**config.mk**
```make
export PLATFORM = sky130hd
export DESIGN_NAME = vram_port_arbiter
export DESIGN_NICKNAME = d
export VERILOG_FILES = /design/src/rtl/vram_port_arbiter_pkg.sv /design/src/rtl/vram_port_arbiter_sat_wait_counter.sv /design/src/rtl/vram_port_arbiter.sv
export SDC_FILE = /design/constraint.sdc
export NUM_CORES = 1
export LEC_CHECK = 0
export ABC_AREA = 0
export BUFFER_PORTS_ARGS = -buffer_cell sky130_fd_sc_hd__buf_2
export CAP_MARGIN = 10
export CORE_ASPECT_RATIO = 0.5
export CORE_UTILIZATION = 40
export CTS_BUF_LIST = sky130_fd_sc_hd__clkbuf_4 sky130_fd_sc_hd__clkbuf_8
export DETAILED_ROUTE_END_ITERATION = 12
export PLACE_DENSITY = 0.7
export SLEW_MARGIN = 20
export SYNTH_ARGS = -nofsm -noshare
export SYNTH_HDL_FRONTEND = slang
export SYNTH_HIERARCHICAL = 1
export SYNTH_SLANG_ARGS = --single-unit
```
**constraint.sdc**
```tcl
create_clock -name clk -period 4.5 [get_ports clk]
set_input_delay 1.35 -clock clk [delete_from_list [all_inputs] [get_ports clk]]
set_output_delay 1.35 -clock clk [all_outputs]
set_load 0.02 [all_outputs]
```
**src/rtl/vram_port_arbiter_pkg.sv**
```systemverilog
// Shared types and default widths for the VRAM port arbiters.
package vram_port_arbiter_pkg;

    localparam int VRAM_ADDR_W       = 14;
    localparam int VRAM_DATA_W       = 32;
    localparam int VRAM_WAIT_W       = 12;
    localparam int VRAM_STARVE_LIMIT = 1600;

    typedef enum logic [1:0] {
        ARB_IDLE   = 2'd0,
        ARB_PEND   = 2'd1,
        ARB_RDWAIT = 2'd2
    } arb_state_t;

    function automatic logic arb_busy(input arb_state_t s);
        return s != ARB_IDLE;
    endfunction

endpackage

```
**src/rtl/vram_port_arbiter_sat_wait_counter.sv**
```systemverilog
// Saturating CPU wait counter with a running maximum captured on each issue.
module vram_port_arbiter_sat_wait_counter #(
    parameter int WAIT_W = 12
) (
    input  logic              clk,
    input  logic              reset,
    input  logic              inc,
    input  logic              take,
    output logic [WAIT_W-1:0] cnt,
    output logic [WAIT_W-1:0] max_cnt
);

    function automatic logic [WAIT_W-1:0] sat_inc(input logic [WAIT_W-1:0] v);
        return (&v) ? v : v + WAIT_W'(1);
    endfunction

    function automatic logic [WAIT_W-1:0] max_of(input logic [WAIT_W-1:0] a,
                                                 input logic [WAIT_W-1:0] b);
        return (a > b) ? a : b;
    endfunction

    always_ff @(posedge clk) begin
        if (reset) begin
            cnt     <= '0;
            max_cnt <= '0;
        end else if (take) begin
            max_cnt <= max_of(max_cnt, cnt);
            cnt     <= '0;
        end else if (inc) begin
            cnt <= sat_inc(cnt);
        end
    end

endmodule

```
**src/rtl/vram_port_arbiter.sv**
```systemverilog
// Single VRAM port shared by the renderer (absolute priority) and one CPU/DMA requester.
module vram_port_arbiter
    import vram_port_arbiter_pkg::*;
#(
    parameter int ADDR_W       = VRAM_ADDR_W,
    parameter int DATA_W       = VRAM_DATA_W,
    parameter int WAIT_W       = VRAM_WAIT_W,
    parameter int STARVE_LIMIT = VRAM_STARVE_LIMIT
) (
    input  logic              clk,
    input  logic              reset,
    input  logic              gpu_req,
    input  logic [ADDR_W-1:0] gpu_addr,
    output logic [DATA_W-1:0] gpu_q,
    input  logic              cpu_start,
    input  logic              cpu_we,
    input  logic [ADDR_W-1:0] cpu_addr,
    input  logic [DATA_W-1:0] cpu_wdata,
    output logic [DATA_W-1:0] cpu_rdata,
    output logic              cpu_done,
    output logic              cpu_busy,
    output logic [ADDR_W-1:0] mem_addr,
    output logic [DATA_W-1:0] mem_d,
    output logic              mem_we,
    input  logic [DATA_W-1:0] mem_q,
    output logic [WAIT_W-1:0] max_wait,
    output logic              starve,
    input  logic              starve_clr
);

    localparam logic [WAIT_W-1:0] STARVE_AT = WAIT_W'(STARVE_LIMIT - 1);

    arb_state_t        state;
    arb_state_t        state_next;
    logic              req_we_p0;
    logic [ADDR_W-1:0] req_addr_p0;
    logic [DATA_W-1:0] req_wdata_p0;
    logic              accept;
    logic              issue;
    logic              waiting;
    logic              done_next;
    logic [WAIT_W-1:0] wait_cnt;

    always_comb begin
        state_next = state;
        accept     = 1'b0;
        issue      = 1'b0;
        waiting    = 1'b0;
        done_next  = 1'b0;
        case (state)
            ARB_IDLE: begin
                if (cpu_start) begin
                    accept     = 1'b1;
                    state_next = ARB_PEND;
                end
            end
            ARB_PEND: begin
                if (gpu_req) begin
                    waiting = 1'b1;
                end else begin
                    issue = 1'b1;
                    if (req_we_p0) begin
                        done_next  = 1'b1;
                        state_next = ARB_IDLE;
                    end else begin
                        state_next = ARB_RDWAIT;
                    end
                end
            end
            ARB_RDWAIT: begin
                done_next  = 1'b1;
                state_next = ARB_IDLE;
            end
            default: state_next = ARB_IDLE;
        endcase
    end

    // p0: request latched at the strobe; p1: read data returned from the macro
    always_ff @(posedge clk) begin
        if (reset) begin
            state        <= ARB_IDLE;
            req_we_p0    <= 1'b0;
            req_addr_p0  <= '0;
            req_wdata_p0 <= '0;
            cpu_done     <= 1'b0;
            cpu_rdata    <= '0;
            starve       <= 1'b0;
        end else begin
            state    <= state_next;
            cpu_done <= done_next;
            if (accept) begin
                req_we_p0    <= cpu_we;
                req_addr_p0  <= cpu_addr;
                req_wdata_p0 <= cpu_wdata;
            end
            if (state == ARB_RDWAIT) begin
                cpu_rdata <= mem_q;
            end
            if (waiting && wait_cnt == STARVE_AT) begin
                starve <= 1'b1;
            end else if (starve_clr) begin
                starve <= 1'b0;
            end
        end
    end

    vram_port_arbiter_sat_wait_counter #(
        .WAIT_W (WAIT_W)
    ) u_wait (
        .clk     (clk),
        .reset   (reset),
        .inc     (waiting),
        .take    (issue),
        .cnt     (wait_cnt),
        .max_cnt (max_wait)
    );

    // Reset gates the write strobe because the state register still holds its old value then.
    always_comb begin
        mem_addr = gpu_req ? gpu_addr : req_addr_p0;
        mem_we   = issue && req_we_p0 && !reset;
    end

    assign mem_d    = req_wdata_p0;
    assign gpu_q    = mem_q;
    assign cpu_busy = arb_busy(state);

endmodule

```
==> impl_metrics.toml <==
[run_status]
status = "complete, no violations"

[setup_path]
r2r_slack_ns = 1.97
crit_path_max_fanout = 16
crit_path_end_kind = "output pin"
crit_path_max_incr_delay_ns = 0.39
cp-start-kind = "primary input"
rr_worst_depth = 7
critPathArrivalTime_ns = 2.28
r2r_start = "u_wait/cnt[7]"
critPathKind = "primary input to output pin"
crit_path_frequent_cell = "buf_2"
critPathRequiredTime_ns = 3.15
slowest_stage = "mux2_2"
r2r-end = "u_wait/max_cnt[11]"
crit_chain = "buf_2 > mux2_2 > buf_2"

[routing]
dr.max_layer_used = "met4"
first_iter_violations = 96
wl_met3_um = 478
wl_per_cell_um = 13.20
via_per_inst = 4.637
wl_met1_mm = 5.007
wl_met2_mm = 5.928
postRouteAntennaNets = 0
route.detailed.drc = 0
finalWirelength_mm = 11.63
firstDrtPassIters = 4
vias = 4085

[layout]
syn2layout_area_growth_pct = 24.82
final.fill_count = 1073
drive_gt1_share_pct = 36.43
mostFrequentLayoutCells = "222 x buf_2, 107 x dfxtp_1, 101 x nand2_1"
antenna_cells = 0
layout_commonest_cell = "buf_2"
final_nets = 832
finalNonFillerCells = 881
final_core_util_pct = 52.92

[logic_synthesis]
syn_area_mm2 = 0.004798
synth_enable_flop_cells = 0
ys_ff_latch = 107
async_reset_ff_share_pct = 0
synthCells = 543
ys_seq_area_share_pct = 44.64
synth_top_area_share_pct = 44.64
ys.flop_type = "dfxtp_1"
synth.area.top_cells = "dfxtp_1 45%, mux2i_1 9.4%, nand2_1 7.9%, buf_4 6.3%, a21oi_1 5.9%"
syn_avg_cell_area_um2 = 8.837
syn-num-nets = 658
synthDistinctLibCells = 43
yosys.area.top_type = "dfxtp_1"
ys_warn_count = 6

[sta]
hold_viol_final = 0
slew_headroom_pct = 30.10
timing.hold.ws_ns = 0.4551
worst-slew-pin-transition_ns = 1.049
final-max-slew-violation-count = 0
fin_ws_ns = 0.8663
tns_ns = 0
min_period_ns = 3.634
finalSetupViolations = 0
rsz0062_at_grt = "no"
fmax_mhz = 275.2
clock_skew_ns = 0.01025
min_period_over_period_pct = 80.75

[worst_hold_path]
hold_class = "flip-flop to flip-flop"
holdPathStages = 2
holdPathEnd = "mem_d[4]"
hp-start = "mem_d[4]"

[clock_network]
cts-buffers-inserted = 9
cts_tree = "built"
post_cts_resized = 0
root_buffer = "clkbuf_8"
clockBufferDepth = 2
cts.sinks = 107
clkTransAtPathRegs_ns = 0.09
cts_hold_buf = 0
htreeDepth = 3
cts_setup_buffers = 0
clock_latency_ns = 0.37

[global_routing]
antenna_found_initial = 0
grt_pass1_wl_mm = 18.00
grt.total_usage_pct = 18.42
grt_max_degree = 110
first_global_vias = 3748
gr-total-overflow = 0

[floorplan]
die_area_mm2 = 0.01246
start_util_pct = 42.40
placementRows = 27
fp.coreArea_mm2 = 0.01132
die_w_um = 156.9
die_h_um = 79.45
io-pin-count = 224

[place]
dp_hpwl_mm = 8.493
io_buffers = 223
place_ws_ns = 0.8605
place_inst = 865
gp_congestion = 0.8626

[flow_run]
maxCapViolations = 0

[pwr]
power_density_mw_per_mm2 = 352.2
p_leak_nw = 2.725
vdd_ir_drop_max_uv = 170.4
critical path, delay by kind of cell:
family | cells | cell delay (ns)
muxes | 1 | 0.39
buffers and inverters | 2 | 0.54
metrics by stage:
step / power [W] / area (um2)
global route: 0.002213 / 5989
global placement: 0.001424 / 5734
floorplan: 0.001316 / 4798
finish: 0.002110 / 5989
detailed placement: 0.001431 / 5734
CTS: 0.002139 / 5978
state kept, by name, indices dropped and copies added (netlist names):
name	flops
u_wait/max_cnt	12
u_wait/cnt	12
state	2
req_we_p0	1
req_addr_p0	14
starve	1
cpu_rdata	32
mem_d	32
cpu_done	1
report_power, final:
| group | switching [W] | internal (W) | leakage, nW |
|---|---|---|---|
| combinational | 0.000239 | 0.000148 | 1.73 |
| clock | 0.000324 | 0.000378 | 0.124 |
| sequential | 0.0000256 | 0.000995 | 0.870 |
| total | 0.000589 | 0.00152 | 2.72 |
how the worst max path moves through the flow:
stage | endpoint | start | slack, ns
floorplan | mem_addr[10] | gpu_req | 1.08
global placement | mem_addr[3] | gpu_req | 0.87
detailed placement | mem_addr[2] | gpu_req | 0.86
CTS | mem_addr[3] | gpu_req | 0.86
global route | mem_addr[2] | gpu_req | 0.81
finish | mem_addr[2] | gpu_req | 0.87
Yosys cell counts, types with 2 or more instances:
master	number
nand3_1	2
buf_2	10
nor4_1	2
buf_1	4
ha_1	17
mux2i_1	45
buf_4	40
nand4_1	8
a21oi_1	57
mux2_2	14
o21ai_0	4
nand2_1	101
nor2b_1	2
clkbuf_1	8
nor3b_1	2
nor2_1	49
xnor2_1	8
inv_1	17
nand2b_1	23
dfxtp_1	107
kinds of logic (layout without fill, tap and decap cells):
logic type | count (synthesis) | in the layout | share of synthesized area (%)
buffers and inverters | 80 | 259 | 9.804
multiplexers | 59 | 59 | 12.67
XOR/XNOR | 9 | 9 | 1.643
AO/OA/AOI/OAI | 68 | 68 | 7.666
AND/OR/NAND/NOR | 203 | 203 | 19.14
flip-flops | 107 | 107 | 44.64
adder cells (fa/ha/maj) | 17 | 17 | 4.433
layout make-up:
class | count | area [um2] | area share (%)
Clock buffer | 10 | 131.4 | 2.193
Clock inverter | 6 | 112.6 | 1.880
Inverter | 17 | 63.81 | 1.065
Multi-Input combinational cell | 356 | 2200 | 36.72
Sequential cell | 107 | 2142 | 35.76
Tap cell | 159 | 198.9 | 3.322
Timing Repair Buffer | 226 | 1141 | 19.05
metal layers:
layer	vias up	global-route usage [%]
li1	2100	-
met1	1867	21.33
met2	100	33.29
met3	18	4.506
met4	0	6.471
met5	-	0
(Power assumes the default switching activity.)
